[config.mk]
export PLATFORM = sky130hd
export DESIGN_NAME = atm_pin_entry
export DESIGN_NICKNAME = d
export VERILOG_FILES = /design/src/rtl/atm_pin_entry.sv
export SDC_FILE = /design/constraint.sdc
export NUM_CORES = 1
export LEC_CHECK = 0
export ABC_AREA = 1
export CORE_MARGIN = 1.5
export CORE_UTILIZATION = 31
export CTS_CLUSTER_DIAMETER = 30
export DETAILED_ROUTE_END_ITERATION = 7
export MAX_ROUTING_LAYER = met4
export PLACE_DENSITY = 0.6
export SETUP_SLACK_MARGIN = 0.2
export SLEW_MARGIN = 20
export SYNTH_ARGS = -nofsm -noshare
export SYNTH_HDL_FRONTEND = slang
export SYNTH_SLANG_ARGS = --single-unit
[constraint.sdc]
create_clock -name clk -period 2.2 [get_ports clk]
set_clock_uncertainty 0.2 [all_clocks]
set_input_delay 0.44 -clock clk [delete_from_list [all_inputs] [get_ports clk]]
set_output_delay 0.44 -clock clk [all_outputs]
set_load 0.05 [all_outputs]
[src/rtl/atm_pin_entry.sv]
// ---------------------------------------------------------------------------
// atm_pin_entry
//
// Keypad front-end for the ATM controller. Raw keypad strobes are debounced,
// a fixed-length BCD PIN is collected while a card is present, and the
// finished PIN is offered to the controller with a valid/ready handshake.
//
// Parameters
//   PIN_DIGITS      digits per PIN (1..7)
//   DEBOUNCE_CYCLES consecutive stable strobe samples needed to accept a key
//   TIMEOUT_CYCLES  inactivity limit in ENTRY (only with ATM_PIN_TIMEOUT_EN)
//
// Ports
//   clk            in   system clock, rising edge
//   reset          in   asynchronous reset, active low
//   card_inserted  in   session active while high
//   key_strobe     in   raw keypad press, undebounced
//   key_code       in   0-9 digit, A clear, B cancel, C enter, others ignored
//   pin_ready      in   controller accepts the PIN
//   pin_out        out  BCD PIN, first digit in the top nibble
//   pin_valid      out  PIN complete and held stable
//   key_in         out  last accepted digit (display echo)
//   digit_count    out  number of digits held
//   entry_active   out  high while collecting digits
//   entry_error    out  one-cycle pulse on ENTER with too few digits
//   timeout_flag   out  inactivity timeout occurred (until card removal)
//
// Build option
//   ATM_PIN_TIMEOUT_EN  when defined, an inactivity down-counter runs in
//                       ENTRY and forces DONE on expiry. When undefined no
//                       counter exists and timeout_flag is tied low.
//
// state | meaning
// ------+---------------------------------------------------------------
// IDLE  | no session; waiting for card_inserted
// ENTRY | collecting digits, CLEAR/CANCEL/ENTER acted on
// HOLD  | PIN complete, pin_valid high until pin_ready accepts it
// DONE  | PIN handed off (or timed out); waiting for card removal
// ---------------------------------------------------------------------------
module atm_pin_entry #(
    parameter int PIN_DIGITS      = 4,
    parameter int DEBOUNCE_CYCLES = 4,
    parameter int TIMEOUT_CYCLES  = 1000
) (
    input  logic                    clk,
    input  logic                    reset,
    input  logic                    card_inserted,
    input  logic                    key_strobe,
    input  logic [3:0]              key_code,
    input  logic                    pin_ready,
    output logic [4*PIN_DIGITS-1:0] pin_out,
    output logic                    pin_valid,
    output logic [3:0]              key_in,
    output logic [2:0]              digit_count,
    output logic                    entry_active,
    output logic                    entry_error,
    output logic                    timeout_flag
);

    localparam logic [1:0] S_IDLE  = 2'd0;
    localparam logic [1:0] S_ENTRY = 2'd1;
    localparam logic [1:0] S_HOLD  = 2'd2;
    localparam logic [1:0] S_DONE  = 2'd3;

    localparam logic [3:0] KEY_CLEAR  = 4'hA;
    localparam logic [3:0] KEY_CANCEL = 4'hB;
    localparam logic [3:0] KEY_ENTER  = 4'hC;

    localparam int              PW       = 4 * PIN_DIGITS;
    localparam logic [2:0]      CNT_FULL = 3'(PIN_DIGITS);
    localparam int              DB_W     = (DEBOUNCE_CYCLES > 1) ? $clog2(DEBOUNCE_CYCLES) : 1;
    localparam logic [DB_W-1:0] DB_LOAD  = DB_W'(DEBOUNCE_CYCLES - 1);

    // -----------------------------------------------------------------------
    // Debounce
    // r_db_rem counts down the samples still needed for the current run; the
    // key fires on the edge where the last needed sample arrives. r_db_held
    // blocks further acceptances until the strobe is seen low once, so a key
    // held across any state change is never taken twice.
    // -----------------------------------------------------------------------
    logic            r_db_run;
    logic [3:0]      r_db_code;
    logic [DB_W-1:0] r_db_rem;
    logic            r_db_held;
    logic            w_db_cont;
    logic            w_db_hit;
    logic            w_key_evt;

    assign w_db_cont = key_strobe && r_db_run && (key_code == r_db_code);
    assign w_db_hit  = key_strobe &&
                       (w_db_cont ? (r_db_rem == DB_W'(1)) : (DB_LOAD == '0));
    assign w_key_evt = w_db_hit && !r_db_held;

    always_ff @(posedge clk or negedge reset) begin
        if (!reset) begin
            r_db_run  <= 1'b0;
            r_db_code <= 4'd0;
            r_db_rem  <= '0;
            r_db_held <= 1'b0;
        end else if (!key_strobe) begin
            r_db_run  <= 1'b0;
            r_db_rem  <= '0;
            r_db_held <= 1'b0;
        end else begin
            r_db_run  <= 1'b1;
            r_db_code <= key_code;
            if (w_db_cont) begin
                if (r_db_rem != '0) begin
                    r_db_rem <= r_db_rem - DB_W'(1);
                end
            end else begin
                r_db_rem <= DB_LOAD;
            end
            if (w_key_evt) begin
                r_db_held <= 1'b1;
            end
        end
    end

    // -----------------------------------------------------------------------
    // Inactivity timeout
    // -----------------------------------------------------------------------
    logic r_state_is_entry;
    logic w_to_expire;
    logic [1:0] r_state;

    assign r_state_is_entry = (r_state == S_ENTRY);

`ifdef ATM_PIN_TIMEOUT_EN
    localparam int TO_W = $clog2(TIMEOUT_CYCLES + 1);

    logic [TO_W-1:0] r_to_cnt;
    logic            r_timeout;
    logic            w_to_reload;

    // An accepted key on the would-be expiry edge counts as activity.
    assign w_to_reload = ((r_state == S_IDLE) && card_inserted) ||
                         (r_state_is_entry && w_key_evt);
    assign w_to_expire = card_inserted && r_state_is_entry && !w_key_evt &&
                         (r_to_cnt == TO_W'(1));

    always_ff @(posedge clk or negedge reset) begin
        if (!reset) begin
            r_to_cnt  <= '0;
            r_timeout <= 1'b0;
        end else begin
            if (w_to_reload) begin
                r_to_cnt <= TO_W'(TIMEOUT_CYCLES);
            end else if (r_state_is_entry && (r_to_cnt != '0)) begin
                r_to_cnt <= r_to_cnt - TO_W'(1);
            end

            if (!card_inserted) begin
                r_timeout <= 1'b0;
            end else if (w_to_expire) begin
                r_timeout <= 1'b1;
            end
        end
    end

    assign timeout_flag = r_timeout;
`else
    logic w_unused_cfg;

    assign w_unused_cfg = (TIMEOUT_CYCLES > 0);
    assign w_to_expire  = 1'b0;
    assign timeout_flag = 1'b0;
`endif

    // -----------------------------------------------------------------------
    // Session FSM and PIN datapath
    // Card removal is checked first so it beats any key or timeout event
    // landing on the same edge.
    // -----------------------------------------------------------------------
    logic [PW-1:0] r_pin;
    logic [2:0]    r_cnt;
    logic [3:0]    r_key;
    logic          r_valid;
    logic          r_err;

    always_ff @(posedge clk or negedge reset) begin
        if (!reset) begin
            r_state <= S_IDLE;
            r_pin   <= '0;
            r_cnt   <= 3'd0;
            r_key   <= 4'd0;
            r_valid <= 1'b0;
            r_err   <= 1'b0;
        end else begin
            r_err <= 1'b0;
            if (!card_inserted) begin
                r_state <= S_IDLE;
                r_pin   <= '0;
                r_cnt   <= 3'd0;
                r_key   <= 4'd0;
                r_valid <= 1'b0;
            end else begin
                case (r_state)
                    S_IDLE: begin
                        r_state <= S_ENTRY;
                        r_pin   <= '0;
                        r_cnt   <= 3'd0;
                    end
                    S_ENTRY: begin
                        if (w_to_expire) begin
                            r_state <= S_DONE;
                            r_pin   <= '0;
                            r_cnt   <= 3'd0;
                        end else if (w_key_evt) begin
                            if (key_code <= 4'd9) begin
                                if (r_cnt < CNT_FULL) begin
                                    r_pin <= (r_pin << 4) | PW'(key_code);
                                    r_cnt <= r_cnt + 3'd1;
                                    r_key <= key_code;
                                end
                            end else if (key_code == KEY_CLEAR) begin
                                if (r_cnt != 3'd0) begin
                                    r_pin <= r_pin >> 4;
                                    r_cnt <= r_cnt - 3'd1;
                                end
                            end else if (key_code == KEY_CANCEL) begin
                                r_pin <= '0;
                                r_cnt <= 3'd0;
                                r_key <= 4'd0;
                            end else if (key_code == KEY_ENTER) begin
                                if (r_cnt == CNT_FULL) begin
                                    r_state <= S_HOLD;
                                    r_valid <= 1'b1;
                                end else begin
                                    r_err <= 1'b1;
                                end
                            end
                        end
                    end
                    S_HOLD: begin
                        if (r_valid && pin_ready) begin
                            r_state <= S_DONE;
                            r_valid <= 1'b0;
                            r_pin   <= '0;
                            r_cnt   <= 3'd0;
                        end
                    end
                    default: begin
                        r_state <= S_DONE;
                    end
                endcase
            end
        end
    end

    assign pin_out      = r_pin;
    assign pin_valid    = r_valid;
    assign key_in       = r_key;
    assign digit_count  = r_cnt;
    assign entry_active = r_state_is_entry;
    assign entry_error  = r_err;

endmodule
* Word level (Yosys, flattened, before mapping) *
Cells that the tools add are included.

cells by class
  add/sub/neg operators = 3
  $mul = 0
  div/mod/pow operators = 0
  $lt $le $gt $ge = 2
  equality and inequality tests = 27
  shifts and indexed selects = 0
  mux-type cells = 58
  bitwise operators = 1
  reduce and logical (&&, ||, !) cells = 13

operators with widths
  cell                                                                    count
  16-bit two-way mux                                                      8
  16-bit case mux with 3 select lines                                     1
  4-bit two-way mux                                                       7
  3-bit two-way mux                                                       8
  2-bit two-way mux                                                       11
  1-bit two-way mux                                                       20
  16-bit by 4-bit bitwise OR with 16-bit output                           1
  3-bit by 2-bit != test with 1-bit output (second input constant)        5
  3-bit != test (second input constant)                                   5
  4-bit equality test (second input constant)                             3
  3-bit case mux with 3 select lines                                      1
  8-bit AND reduction                                                     1
  7-bit AND reduction                                                     1
  2-bit by 1-bit != test with 1-bit output (second input constant)        3
  3-bit by 1-bit != test with 1-bit output (second input constant)        2
  2-bit case mux with 3 select lines                                      1
  6-bit AND reduction                                                     1
  1-bit logical AND                                                       5
  5-bit by 2-bit != test with 1-bit output (second input constant)        1
  5-bit by 4-bit != test with 1-bit output (second input constant)        1
  5-bit AND reduction                                                     1
  2-bit by 1-bit equality test with 1-bit output (second input constant)  2
  4-bit equality test                                                     1
  4-bit less-or-equal comparator (second input constant)                  1
  other kinds (13)                                                        13

word-level totals
  register bits = 35
  latch bits = 0
  memory bits (writable) = 0
  ROM bits = 0
  bits of input ports = 9
  output and inout bits = 27
  logic and storage cells = 114
  memories = 0

* Longest topological paths before layout *
  depth in word-level cells = 9
  gate-level depth with buffers = 11

* Worst setup path before layout *
OpenSTA, ideal clock, no wires.

  kind = reg2reg
  start = reg r_cnt[0], in the netlist digit_count[0]
  end = reg r_cnt[0], in the netlist digit_count[0]
  arrival time = 1.624 ns
  setup slack = 0.256 ns
  cell stages (with the launch flop) = 10
  buffers on the path = 1
  period minus slack after synthesis = 1.944 ns
  cell sequence = dfrtp_1 inv_1 ha_1 nand3_1 o21ai_2 nor2_4 nand2_4 buf_4 nand2_1 nand2_1

on the way
  cells in the longest elaborated chain, start to end = 7

ends and longest elaborated chain
  item                                         RTL line  RTL
  start: declaration                           176       logic [2:0] r_cnt;
  start signal: assignment                     213       r_cnt <= r_cnt + 3'd1;
  start signal: assignment                     219       r_cnt <= r_cnt - 3'd1;
  3-bit by 1-bit subtractor with 3-bit output  219
  3-bit two-way mux                            217       if (r_cnt != 3'd0) begin
  3-bit two-way mux                            216       end else if (key_code == KEY_CLEAR) begin
  3-bit two-way mux                            210       if (key_code <= 4'd9) begin
  3-bit two-way mux                            209       end else if (w_key_evt) begin
  3-bit case mux with 3 select lines           198       case (r_state)
  3-bit two-way mux                            191       if (!card_inserted) begin

Parallel ways exist; a longest one is shown, timed or not. The select of a mux whose other input is x is not followed.
A chain may end at the register's enable or synchronous reset.

* Worst setup path after layout *
  start = reg r_pin[14], in the netlist pin_out[14]
  end = out pin_out[14]

RTL lines
  item                      RTL line  RTL
  start: declaration        175       logic [PW-1:0] r_pin;
  start signal: assignment  212       r_pin <= (r_pin << 4) | PW'(key_code);
  start signal: assignment  218       r_pin <= r_pin >> 4;
  end: declaration          51        output logic [4*PIN_DIGITS-1:0] pin_out,

No word-level cell between the ends.

==> impl_metrics.tcl <==
set metrics [dict create \
    hold-worst-slack_ns 0.276 \
    grt_pass1_wl_mm 8.35 \
    hold_viol_final 0 \
    diodes 0 \
    yosys.area.top_type "dfrtp_1" \
    synth_common_cells "nand2_1 (88), dfrtp_1 (35), nand3_1 (31)" \
    fill_cells 648 \
    cp_top_family "buffers and inverters" \
    switching_power_uw 1310 \
    die_h_um 84.2 \
    p_per_area_nw_per_um2 1020 \
    synth.most_common_cell "nand2_1" \
    yosysSeqAreaShare 0.428 \
    seqPwrFrac 0.308 \
    fmax_mhz 542 \
    pwr-share-comb 0.530 \
    wl_per_cell_um 11.9 \
    dp.cells 407 \
    dpl_cell_area_sq_um 2590 \
    die_w_um 84.2 \
    drive_gt1_frac 0.213 \
    rsz0062_at_grt "no" \
    slew_violations 0 \
    hpwl_mm 3.67 \
    fin_area_sq_um 2740 \
    multiInputGateArea_sq_um 1010 \
    synth_top_area_share 0.428 \
    cp.buffers_inverters 1 \
    cap_viol_max_count 0 \
    synth.distinct_cells 29 \
    rows 29 \
    vias 1954 \
    final-setup-viol-count 0 \
    fin_cells 420 \
    grt_usage 0.153 \
    swShare 0.469 \
    drc_errors 0 \
    cts_buffers 5 \
    clkLatencyLatePin_ns 0.29 \
    final_nets 356 \
    drt-vias-per-instance 4.65 \
    crit_cells 1 \
    antenna_found_initial 0 \
    synthesis.instances 279 \
    synth_area_per_cell_sq_um 7.33 \
    reg2regPathDepth 10 \
    crit_arrival_ns 1.20 \
    endpoint_kind "output port" \
    hold_path_depth 3 \
    synthToLayoutAreaGrowth_pct 34.2 \
    overflow 0 \
    synth-main-ff-cell "dfrtp_1" \
    leakage_uw 0.00149 \
    power_uw 2790 \
    crit_fanout 3 \
    seqCellArea_sq_um 876 \
    portBuffers 34 \
    holdBufCountCts 0 \
    pin_count 36 \
    critical_path_class "reg -> out" \
    synth_area_sq_um 2040 \
    cp_cell_sequence "dlygate4sd2_1" \
    dr.pass1.iters 7 \
    yosys_warnings 0 \
    fin_crit_sh 0.838 \
    clk_pin_slew_ns 0.07 \
    core_region_area_sq_um 6350 \
    wirelength_mm 5.02 \
    worst_ir_drop_vdd_mv 0.531 \
    cts_max_level 2 \
    p_int_uw 1480 \
    syn_nets 293 \
    die_area_sq_um 7090 \
    ant_nets 0 \
    gp_congestion 0.823 \
    synth_seq_cells 35 \
    clock_path_buffers 2 \
    cp_slowest_cell "dlygate4sd2_1" \
    clockPowerShare 0.162 \
    synth_edf_count 0 \
    grt_pass1_vias 1789 \
    grt_max_degree 36 \
    status "finished, final reports clean" \
    synth_area_leaders "dfrtp_1 (43%), nand2_1 (16%), nand3_1 (7.6%)" \
    max_stage_delay_ns 0.54 \
    hold_class "in -> reg" \
    cts-root-buf "clkbuf_8" \
    drtIter0Drc 100 \
    cp-start-kind "flip-flop" \
    async_flop_share 1.00 \
    clkSinkCount 35 \
    floorplan.initialDensity 0.322 \
    tritoncts "built" \
    cp_data_required_time_ns 1.56 \
    fin_crit_ns 1.84 \
]
-- what timing repair did --
item | CTS | global route
resized for setup | 21 | 6
endpoints found under the setup margin | 38 | 29
cloned | 0 | 1
pin swaps | 3 | 2
buffers inserted | 2 | 2
-- cell usage in the layout, fill, tap and decap left out, types with 2 or more instances in the layout --
cell             count
nor2_1              26
nand2_4              2
nor2_4               5
nor3_1               2
o211ai_1             2
clkbuf_8             5
dlygate4sd2_1       16
nand2_1             88
inv_2                5
o22ai_1              2
inv_1               28
dlymetal6s2s_1       2
ha_1                 5
nand3_1             31
buf_4               42
o21ai_0             11
nand4_1              3
o21ai_2              2
clkbuf_1             2
a21oi_1              7
clkdlybuf4s50_1      3
a22oi_1              2
dfrtp_1             35
nand2_2              3
nor2_2               2
-- area by class of cell --
class                   count  share of cell area
clock inverters             1             0.00182
well taps                  77              0.0351
repair buffers             66               0.202
flip-flops and latches     35               0.319
clock buffers               7              0.0278
inverters                  33              0.0451
multi-input cells         201               0.369
-- registers in the layout, indices dropped and copies added (netlist names) --
register / cells
r_db_held: 1
pin_out: 16
r_db_rem: 2
r_db_code: 4
r_state: 2
pin_valid: 1
entry_error: 1
key_in: 4
r_db_run: 1
digit_count: 3
-- final timing paths --
kind | startpoint | endpoint | slack [ns]
worst min-delay path | key_code[0] | r_db_code[0]$_DFFE_PN0P_ | 0.28
worst max register to register | r_state[1]$_DFFE_PN0P_ | digit_count[0]$_DFFE_PN0P_ | 0.41
worst max-delay path | pin_out[14]$_DFFE_PN0P_ | pin_out[14] | 0.36
worst min register to register | pin_out[12]$_DFFE_PN0P_ | pin_out[12]$_DFFE_PN0P_ | 0.30
min in group asynchronous | reset | pin_out[14]$_DFFE_PN0P_ | 0.37
max in group asynchronous | reset | key_in[1]$_DFFE_PN0P_ | 1.12
-- worst register-to-register path: stages, from the launching register on --
cell and delay [ns]:
dfrtp_1 0.41, inv_1 0.12, nand2_1 0.09, nand2_1 0.10
inv_1 0.06, nand2_1 0.05, o211ai_1 0.13, nor2_4 0.24
nand2_8 0.14, nand2_1 0.09, nand2_1 0.05
-- per-layer routing --
| layer | GRT usage | up-vias | part of all wire |
|---|---|---|---|
| met5 | - | - | 0 |
| li1 | - | 1006 | - |
| met3 | 0.0354 | 13 | 0.035 |
| met1 | 0.184 | 893 | 0.46 |
| met4 | 0.0760 | 0 | 0.033 |
| met2 | 0.240 | 42 | 0.47 |
-- cell families after synthesis --
logic type / after synthesis / synth area share
compound gates: 28 / 0.0771
xor+xnor: 1 / 0.00428
fa+ha+maj: 5 / 0.0306
buf+inv: 43 / 0.0961
flops: 35 / 0.428
other cells: 1 / 0.00183
simple gates: 166 / 0.362
-- power groups by stage --
stage | clock (uW) | sequential [uW] | combinational [uW]
after floorplan | 0 | 1120 | 742
after global placement | 0 | 871 | 1430
after detailed placement | 0 | 873 | 1440
after CTS | 467 | 860 | 1440
after global routing | 497 | 876 | 1620
final | 452 | 861 | 1480
-- stage by stage --
stage | setup WS, ns | setup TNS (ns) | utilization
6_report | 0.355 | 0 | 0.432
3_3_place_gp | -0.183 | -4.27 | 0.408
3_5_place_dp | -0.235 | -5.30 | 0.408
4_1_cts | 0.189 | 0 | 0.424
2_1_floorplan | 0.256 | 0 | -
5_1_grt | 0.236 | 0 | 0.432
No activity file was read; power rests on OpenSTA's default activity.
